$ cat src/rtl/branch_resolve_ctrl_if.sv
// Fetch/execute/recovery/training signal bundle for branch_resolve_ctrl.
// master = pipeline side, slave = resolve controller.
`ifndef WORD_SIZE
`define WORD_SIZE 32
`endif

interface branch_resolve_ctrl_if #(
  parameter int WORD_SIZE = `WORD_SIZE
);
  logic                 fetch_valid;
  logic [WORD_SIZE-1:0] fetch_pc;
  logic                 fetch_pred_taken;
  logic [WORD_SIZE-1:0] fetch_pred_target;
  logic                 fetch_ready;
  logic                 ex_valid;
  logic [WORD_SIZE-1:0] ex_pc;
  logic                 ex_is_branch;
  logic                 ex_taken;
  logic [WORD_SIZE-1:0] ex_target;
  logic                 flush;
  logic                 redirect_valid;
  logic [WORD_SIZE-1:0] redirect_pc;
  logic                 upd_valid;
  logic [WORD_SIZE-1:0] upd_pc;
  logic [WORD_SIZE-1:0] upd_target;
  logic                 upd_taken;
  logic                 sync_err;

  modport master (
    output fetch_valid, fetch_pc,
    output fetch_pred_taken, fetch_pred_target,
    output ex_valid, ex_pc, ex_is_branch,
    output ex_taken, ex_target,
    input  fetch_ready, flush,
    input  redirect_valid, redirect_pc,
    input  upd_valid, upd_pc, upd_target,
    input  upd_taken, sync_err
  );

  modport slave (
    input  fetch_valid, fetch_pc,
    input  fetch_pred_taken, fetch_pred_target,
    input  ex_valid, ex_pc, ex_is_branch,
    input  ex_taken, ex_target,
    output fetch_ready, flush,
    output redirect_valid, redirect_pc,
    output upd_valid, upd_pc, upd_target,
    output upd_taken, sync_err
  );
endinterface

$ cat src/rtl/branch_resolve_ctrl.sv
// Branch resolution, mispredict recovery and predictor training.
// Optional counters via `define BR_RESOLVE_STATS_EN.
`ifndef WORD_SIZE
`define WORD_SIZE 32
`endif

module branch_resolve_ctrl #(
  parameter int WORD_SIZE = `WORD_SIZE,
  parameter int DEPTH     = 4,
  parameter int PTR_W     = 2
) (
  input  logic clk,
  input  logic rst,
  branch_resolve_ctrl_if.slave bus
`ifdef BR_RESOLVE_STATS_EN
  ,
  output logic [31:0] stat_branches,
  output logic [31:0] stat_mispredicts
`endif
);

  typedef enum logic [1:0] {
    IDLE,
    FLUSH,
    REFILL
  } state_e;

  localparam logic [PTR_W:0] FULL = (PTR_W+1)'(DEPTH);

  state_e state_q, state_d;

  logic [WORD_SIZE-1:0] pc_q  [DEPTH];
  logic [WORD_SIZE-1:0] tgt_q [DEPTH];
  logic [DEPTH-1:0]     pt_q;

  logic [PTR_W-1:0] wr_q, rd_q;
  logic [PTR_W:0]   cnt_q;

  logic                 sync_err_q;
  logic [WORD_SIZE-1:0] redir_q;
  logic                 upd_v_q;
  logic                 upd_t_q;
  logic [WORD_SIZE-1:0] upd_pc_q;
  logic [WORD_SIZE-1:0] upd_tgt_q;

  logic                 fetch_rdy;
  logic                 pop_req;
  logic                 do_pop;
  logic                 do_push;
  logic                 pc_bad;
  logic                 mis;
  logic                 hd_pt;
  logic [WORD_SIZE-1:0] hd_pc;
  logic [WORD_SIZE-1:0] hd_tgt;
  logic [WORD_SIZE-1:0] corr_pc;

  always_comb begin
    fetch_rdy = (cnt_q < FULL) && (state_q != FLUSH);
    pop_req   = bus.ex_valid && (state_q == IDLE);
    do_pop    = pop_req && (cnt_q != '0);
    // a pop frees a slot, so a full FIFO can still take a push
    do_push   = bus.fetch_valid && (state_q != FLUSH)
                && ((cnt_q != FULL) || do_pop);
    hd_pc     = pc_q[rd_q];
    hd_tgt    = tgt_q[rd_q];
    hd_pt     = pt_q[rd_q];
    pc_bad    = do_pop && (hd_pc != bus.ex_pc);
    mis = do_pop && (pc_bad
          || (bus.ex_is_branch && (bus.ex_taken != hd_pt))
          || (bus.ex_is_branch && bus.ex_taken && hd_pt
              && (bus.ex_target != hd_tgt))
          || (!bus.ex_is_branch && hd_pt));
    corr_pc = (bus.ex_is_branch && bus.ex_taken)
              ? bus.ex_target
              : bus.ex_pc + WORD_SIZE'(4);
  end

  always_comb begin
    state_d = state_q;
    unique case (state_q)
      IDLE:    if (mis) state_d = FLUSH;
      FLUSH:   state_d = REFILL;
      REFILL:  state_d = IDLE;
      default: state_d = IDLE;
    endcase
  end

  always_ff @(posedge clk) begin
    if (do_push) begin
      pc_q[wr_q]  <= bus.fetch_pc;
      tgt_q[wr_q] <= bus.fetch_pred_target;
      pt_q[wr_q]  <= bus.fetch_pred_taken;
    end
  end

  always_ff @(posedge clk) begin
    if (rst) begin
      state_q    <= IDLE;
      wr_q       <= '0;
      rd_q       <= '0;
      cnt_q      <= '0;
      sync_err_q <= 1'b0;
      redir_q    <= '0;
      upd_v_q    <= 1'b0;
      upd_t_q    <= 1'b0;
      upd_pc_q   <= '0;
      upd_tgt_q  <= '0;
    end else begin
      state_q <= state_d;
      if (state_q == FLUSH) begin
        wr_q  <= '0;
        rd_q  <= '0;
        cnt_q <= '0;
      end else begin
        if (do_push) wr_q <= wr_q + 1'b1;
        if (do_pop)  rd_q <= rd_q + 1'b1;
        if (do_push && !do_pop) cnt_q <= cnt_q + 1'b1;
        if (!do_push && do_pop) cnt_q <= cnt_q - 1'b1;
      end
      if ((pop_req && cnt_q == '0) || pc_bad)
        sync_err_q <= 1'b1;
      if (mis) redir_q <= corr_pc;
      upd_v_q <= do_pop && bus.ex_is_branch;
      if (do_pop && bus.ex_is_branch) begin
        upd_pc_q  <= bus.ex_pc;
        upd_t_q   <= bus.ex_taken;
        upd_tgt_q <= bus.ex_target;
      end
    end
  end

`ifdef BR_RESOLVE_STATS_EN
  logic [31:0] st_br_q, st_mis_q;

  always_ff @(posedge clk) begin
    if (rst) begin
      st_br_q  <= '0;
      st_mis_q <= '0;
    end else begin
      if (do_pop && bus.ex_is_branch && st_br_q != '1)
        st_br_q <= st_br_q + 1'b1;
      if (mis && st_mis_q != '1)
        st_mis_q <= st_mis_q + 1'b1;
    end
  end

  assign stat_branches    = st_br_q;
  assign stat_mispredicts = st_mis_q;
`endif

  assign bus.fetch_ready    = fetch_rdy;
  assign bus.flush          = (state_q == FLUSH);
  assign bus.redirect_valid = (state_q == FLUSH);
  assign bus.redirect_pc    = redir_q;
  assign bus.upd_valid      = upd_v_q;
  assign bus.upd_pc         = upd_pc_q;
  assign bus.upd_target     = upd_tgt_q;
  assign bus.upd_taken      = upd_t_q;
  assign bus.sync_err       = sync_err_q;

endmodule

$ cat src/flat_wrapper.sv
// flat-port wrapper written by rule: the top's interface ports become plain ports
module branch_resolve_ctrl_flat 
#(
  parameter int WORD_SIZE = `WORD_SIZE,
  parameter int DEPTH     = 4,
  parameter int PTR_W     = 2
)
  (clk, rst, bus_fetch_valid, bus_fetch_pc, bus_fetch_pred_taken, bus_fetch_pred_target, bus_ex_valid, bus_ex_pc, bus_ex_is_branch, bus_ex_taken, bus_ex_target, bus_fetch_ready, bus_flush, bus_redirect_valid, bus_redirect_pc, bus_upd_valid, bus_upd_pc, bus_upd_target, bus_upd_taken, bus_sync_err);
  branch_resolve_ctrl_if #(.WORD_SIZE(WORD_SIZE)) bus_i ();
  input  logic clk;
  input  logic rst;
  input wire logic [$bits(bus_i.fetch_valid)-1:0] bus_fetch_valid;
  input wire logic [$bits(bus_i.fetch_pc)-1:0] bus_fetch_pc;
  input wire logic [$bits(bus_i.fetch_pred_taken)-1:0] bus_fetch_pred_taken;
  input wire logic [$bits(bus_i.fetch_pred_target)-1:0] bus_fetch_pred_target;
  input wire logic [$bits(bus_i.ex_valid)-1:0] bus_ex_valid;
  input wire logic [$bits(bus_i.ex_pc)-1:0] bus_ex_pc;
  input wire logic [$bits(bus_i.ex_is_branch)-1:0] bus_ex_is_branch;
  input wire logic [$bits(bus_i.ex_taken)-1:0] bus_ex_taken;
  input wire logic [$bits(bus_i.ex_target)-1:0] bus_ex_target;
  output wire logic [$bits(bus_i.fetch_ready)-1:0] bus_fetch_ready;
  output wire logic [$bits(bus_i.flush)-1:0] bus_flush;
  output wire logic [$bits(bus_i.redirect_valid)-1:0] bus_redirect_valid;
  output wire logic [$bits(bus_i.redirect_pc)-1:0] bus_redirect_pc;
  output wire logic [$bits(bus_i.upd_valid)-1:0] bus_upd_valid;
  output wire logic [$bits(bus_i.upd_pc)-1:0] bus_upd_pc;
  output wire logic [$bits(bus_i.upd_target)-1:0] bus_upd_target;
  output wire logic [$bits(bus_i.upd_taken)-1:0] bus_upd_taken;
  output wire logic [$bits(bus_i.sync_err)-1:0] bus_sync_err;
  assign bus_i.fetch_valid = bus_fetch_valid;
  assign bus_i.fetch_pc = bus_fetch_pc;
  assign bus_i.fetch_pred_taken = bus_fetch_pred_taken;
  assign bus_i.fetch_pred_target = bus_fetch_pred_target;
  assign bus_i.ex_valid = bus_ex_valid;
  assign bus_i.ex_pc = bus_ex_pc;
  assign bus_i.ex_is_branch = bus_ex_is_branch;
  assign bus_i.ex_taken = bus_ex_taken;
  assign bus_i.ex_target = bus_ex_target;
  assign bus_fetch_ready = bus_i.fetch_ready;
  assign bus_flush = bus_i.flush;
  assign bus_redirect_valid = bus_i.redirect_valid;
  assign bus_redirect_pc = bus_i.redirect_pc;
  assign bus_upd_valid = bus_i.upd_valid;
  assign bus_upd_pc = bus_i.upd_pc;
  assign bus_upd_target = bus_i.upd_target;
  assign bus_upd_taken = bus_i.upd_taken;
  assign bus_sync_err = bus_i.sync_err;
  branch_resolve_ctrl #(.WORD_SIZE(WORD_SIZE), .DEPTH(DEPTH), .PTR_W(PTR_W)) u_core (.clk(clk), .rst(rst), .bus(bus_i));
endmodule
$ cat config.mk
export PLATFORM = sky130hd
export DESIGN_NAME = branch_resolve_ctrl_flat
export DESIGN_NICKNAME = d
export VERILOG_FILES = /design/src/rtl/branch_resolve_ctrl_if.sv /design/src/rtl/branch_resolve_ctrl.sv /design/src/flat_wrapper.sv
export SDC_FILE = /design/constraint.sdc
export NUM_CORES = 1
export LEC_CHECK = 0
export ABC_CLOCK_PERIOD_IN_PS = 3300
export CAP_MARGIN = 20
export CORE_ASPECT_RATIO = 0.5
export CORE_UTILIZATION = 54
export DETAILED_ROUTE_END_ITERATION = 10
export PLACE_DENSITY = 0.8
export SETUP_SLACK_MARGIN = 0.02
export SLEW_MARGIN = 20
export SYNTH_ARGS = -nofsm -noshare
export SYNTH_HDL_FRONTEND = slang
export SYNTH_SLANG_ARGS = --single-unit
$ cat constraint.sdc
create_clock -name clk -period 3.3 [get_ports clk]
set_input_delay 0.495 -clock clk [delete_from_list [all_inputs] [get_ports clk]]
set_output_delay 0.495 -clock clk [all_outputs]
set_load 0.02 [all_outputs]
* Yosys cells after proc, flatten, opt, wreduce, memory -nomap -nowiden
Memories as Yosys holds them, arrays and structs flattened. A register that Yosys moved wholly into a read port is not among the register bits.
Index checks and enable logic that the tools add are counted.
** Word-level totals
- Register bits :: 112
- RAM bits :: 256
- Input bits :: 135
- Output and inout port bits :: 102
- Memories :: 2
** Memories
- u_core.pc_q :: words 4, width 32, rd ports 1, clocked after Yosys merged registers in 1, wr ports 1, line branch_resolve_ctrl.sv:32 : logic [WORD_SIZE-1:0] pc_q [DEPTH];
- u_core.tgt_q :: words 4, width 32, rd ports 1, clocked after Yosys merged registers in 1, wr ports 1, line branch_resolve_ctrl.sv:33 : logic [WORD_SIZE-1:0] tgt_q [DEPTH];
** Operators by class
- Add/subtract/negate cells :: 5
- Order comparisons :: 4
- Eq/ne operators :: 7
- Multiplexer cells :: 16
- Reduce and logical (&&, ||, !) cells :: 30
** Operator list (number)
- 32-bit inequality test :: 2
- 32-bit by 3-bit adder with 32-bit output, second input constant :: 1
- 32-bit two-way mux :: 1
- 1-bit logical AND :: 17
- 2-bit two-way mux :: 5
- 2-bit by 3-bit less-than comparator with 1-bit output, second input constant :: 2
- 3-bit two-way mux :: 2
- 1-bit logical OR :: 5
- 2-bit by 1-bit adder with 2-bit output, second input constant :: 2
- 4-bit bitwise mux :: 1
- 1-bit two-way mux :: 4
- 2-bit by 1-bit inequality test with 1-bit output, second input constant :: 2
- 2-bit one-hot mux with 2 select lines :: 1
- 3-bit by 1-bit adder with 3-bit output, second input constant :: 1
- 1-bit zero test :: 3
- 3-bit zero test :: 1
- 3-bit less-than comparator, second input constant :: 1
- 3-bit inequality test, second input constant :: 1
- 3-bit nonzero test :: 1
- 3-bit by 1-bit subtractor with 3-bit output, second input constant :: 1
- 1-bit binary-select mux with 2-bit select :: 1
- 1-bit demux with 2-bit select :: 1
- 2-bit by 1-bit == test with 1-bit output, second input constant :: 1
- 2-bit by 1-bit >= comparator with 1-bit output, second input constant :: 1
- 4 further kinds :: 4

* Depth between registers and ports, before layout
Gate-level depths: netlist (run 1).
- Depth after elaboration :: 10
- Gate-level depth with buffers :: 11
- Mapped depth without buffers :: 9

* Worst setup path after synthesis (run 1)
Ideal clock, no wire load.
- Path kind :: reg2reg
- From :: reg u_core.state_q[1]
- To :: mem u_core.pc_q[1][0] in the netlist's numbering (enable)
- Data arrival time :: 2.570 ns
- Setup slack :: 0.300 ns
- Stages on the path, launching flop included :: 5
- Buffers on the path :: 0
- Cell sequence :: dfxtp_1 nand2b_1 nand2_1 a41oi_1 and2_1
** On the way
- Longest elaborated chain between the ends :: 7
- Elaborated cells on any way between the ends :: 9
- Those cells by class :: 1 x eq/ne; 2 x mux; 6 x reduce/logical
** Ends and longest elaborated chain
- start, declared :: line branch_resolve_ctrl.sv:30 : state_e state_q, state_d;
- start signal, assigned :: line branch_resolve_ctrl.sv:109 : state_q <= state_d;
- 2-bit zero test :: line branch_resolve_ctrl.sv:59 : pop_req = bus.ex_valid && (state_q == IDLE);
- 1-bit logical AND :: line branch_resolve_ctrl.sv:59
- 1-bit logical AND :: line branch_resolve_ctrl.sv:60 : do_pop = pop_req && (cnt_q != '0);
- 1-bit logical OR :: line branch_resolve_ctrl.sv:63 : && ((cnt_q != FULL) || do_pop);
- 1-bit logical AND * :: line branch_resolve_ctrl.sv:63
- 1-bit two-way mux * :: line branch_resolve_ctrl.sv:89 : if (do_push) begin
- 1-bit two-way mux (not written as such) * :: line branch_resolve_ctrl.sv:90 : pc_q[wr_q] <= bus.fetch_pc;
- end, declared :: line branch_resolve_ctrl.sv:32
Mark *: on every way between the ends. The rest lies on a longest branch, timed or not.

==> impl_metrics.yaml, run 1 <==
run:
  max_cap_violations: 0
setup_path:
  path_class: "flip-flop to flip-flop"
  crit_family: "multiplexers"
  end_kind: "flip-flop"
  critical-path-slowest-cell: "mux4_2"
  cpPeakStageDelay_ps: 550
  crit_buf_inv: 2
  crit_fanout: 24
  critPathRequiredTime_ps: 3780
  arrival_ps: 3640
  cp_common_cell: "buf_12"
  crit_chain: "buf_12 -> mux4_2 -> xnor2_1 -> nand4_1 -> nor4_2 -> a21boi_1 -> a21oi_4 -> buf_12 -> mux2i_1"
  cp-start-kind: "flip-flop"
logic_synthesis:
  ys_warn_count: 0
  synth-edff-count: 260
  ys_types: 41
  synth_area_um2: 15110
  synth.avg_cell_area_um2: 14.24
  async_reset_ff_frac: 0
  netlist_instances: 1061
  synthesis.nets: 1202
  ys.flop_type: "edfxtp_1"
  ys_ff_latch: 370
  yosysSeqAreaShare: 0.6623
sta:
  skew_ps: 12.89
  hold_ws_ps: 427.5
  drv_slew: 0
  relSlewSlack: 0.5662
  fin_crit_sh: 0.9564
  hold_violations: 0
  final.min_clock_period_ps: 3156
  fmax_ghz: 0.3169
  rsz0062_at_grt: "false"
  worst_pin_slew_ps: 642.2
  tns_ps: 0
  setup_viol: 0
placement:
  dp_hpwl_mm: 28.51
  gp_congestion: 0.9185
  io_buffer_count: 236
finish:
  finish.net_count: 1449
  mostFrequentLayoutCell: "edfxtp_1"
  syn_to_final_growth_pct: 26.21
  layout_common_cells: "edfxtp_1 (260), clkdlybuf4s50_1 (235), nand2_1 (151), dfxtp_1 (108), xnor2_1 (78)"
  drive_gt1_frac: 0.1224
pwr:
  p_per_area_nw_per_um2: 755.9
  p_total_uw: 14420
  peakVddDrop_v: 0.0004688
  power_leakage_uw: 0.006332
floorplanning:
  fp.dieH_um: 120.3
  coreArea_um2: 26960
  design.die.area_um2: 28700
  start_util: 0.5606
  fp.dieW_um: 238.6
  ioPinCount: 237
  placementRows: 42
grt:
  antenna_found_initial: 1
  grt_max_degree: 67
  track_usage: 0.2840
  grt_pass1_wl_mm: 60.06
  grt_pass1_vias: 10087
  overflow: 0
clock_network:
  clock_latency_ps: 570
  clock-sinks: 370
  clk_path_buf_depth: 3
  path_clk_slew_ps: 70
  tritoncts: "done"
  ctsHtreeMaxLevel: 1
  cts_setup_buffers: 0
  numCtsBuffers: 31
  root_buffer: "clkbuf_16"
route:
  drt-initial-drc-count: 987
  totalWireLength_mm: 40.27
  ant_nets: 0
  drtPass1Iterations: 6
  wl_per_cell_um: 23.59
  via_per_inst: 5.821
  drc_errors: 0
  vias: 9937
min_path:
  hold_path.startpoint: "rst"
  hold_path.class: "input port to flip-flop"
outcome:
  status: "finished clean"
-- through the flow --
stage	std cells	area [um^2]	setup WS [ps]	utilization
2_1_floorplan	1061	15110	300.3	-
3_3_place_gp	1649	18100	282.1	0.6714
3_5_place_dp	1649	18100	141.4	0.6714
4_1_cts	1706	19070	71.15	0.7072
5_1_grt	1707	19070	30.15	0.7076
6_report	1707	19070	144.0	0.7076
-- repair_timing --
item / 4_1_cts / 5_1_grt
resized for setup: 0 / 1
setup endpoints to repair: 0 / 25
hold buffers: 0 / 0
-- final timing paths --
kind,to,slack (ps),depth (start not counted)
worst max-delay path,u_core.bus.redirect_pc[16],140,9
worst min register to register,u_core.bus.upd_target[22],450,2
worst min-delay path,u_core.bus.sync_err,430,2
worst max register to register,u_core.bus.redirect_pc[16],140,9
-- where the power goes --
| group | internal (uW) | total, uW | switching, uW |
|---|---|---|---|
| sequential | 5890 | 6220 | 337 |
| combinational | 2190 | 4620 | 2430 |
| clock | 1950 | 3570 | 1630 |
| total | 10000 | 14400 | 4390 |
-- flip-flops by register name, summed over array words and instances (netlist names), named ones only --
signal	cells
u_core.bus.redirect_pc	32
u_core.bus.sync_err	1
u_core.bus.upd_pc	32
u_core.bus.upd_taken	1
u_core.bus.upd_target	32
u_core.bus.upd_valid	1
u_core.cnt_q	3
u_core.pc_q	128
u_core.pt_q	4
u_core.rd_q	2
u_core.state_q	2
u_core.tgt_q	128
u_core.wr_q	2
-- cells in the mapped netlist (all sizes together) (10+ instances only) --
master	number	share of area
nand4	24	0.0099
a211o	17	0.0099
nand2b	31	0.013
a21oi	70	0.024
xnor2	78	0.045
xor2	16	0.0093
o21ai	17	0.0056
dfxtp	110	0.15
nand3	12	0.0040
nor2	56	0.014
buf	21	0.0091
mux2i	31	0.021
clkbuf	41	0.010
edfxtp	260	0.52
and3	10	0.0041
nand2	152	0.038
mux4	63	0.094
-- kinds of logic (layout without fill, tap and decap cells) --
| kind of cell | after synthesis | after routing | share of synthesized area |
|---|---|---|---|
| compound gates | 112 | 112 | 0.04421 |
| xor+xnor | 94 | 94 | 0.05447 |
| fa+ha+maj | 6 | 6 | 0.005464 |
| buf+inv | 69 | 340 | 0.02103 |
| flops | 370 | 370 | 0.6623 |
| mux | 100 | 100 | 0.1191 |
| other cells | 0 | 1 | 0 |
| simple gates | 310 | 310 | 0.09338 |
-- per-layer routing --
layer,up-vias,GRT usage,wire [um]
li1,4392,-,-
met1,4995,0.3711,15820
met2,460,0.4771,19910
met3,90,0.05822,3159
met4,0,0.09736,1383
met5,-,0,0
-- layout make-up --
cell class / count / area (um^2)
diodes: 1 / 2.502
fillers: 1725 / 7884
flip-flops and latches: 370 / 10010
repair buffers: 276 / 2798
clock buffers: 35 / 790.8
inverters: 7 / 26.28
well taps: 374 / 467.9
clock inverters: 22 / 173.9
multi-input cells: 622 / 4801
(Power assumes the default switching activity.)
==> run 2, diff against run 1 <==
CTS_CLUSTER_SIZE = 24   (was unset)
==> results of run 2 <==
No change in the layout: final DEF, timing and power equal those of run 1.
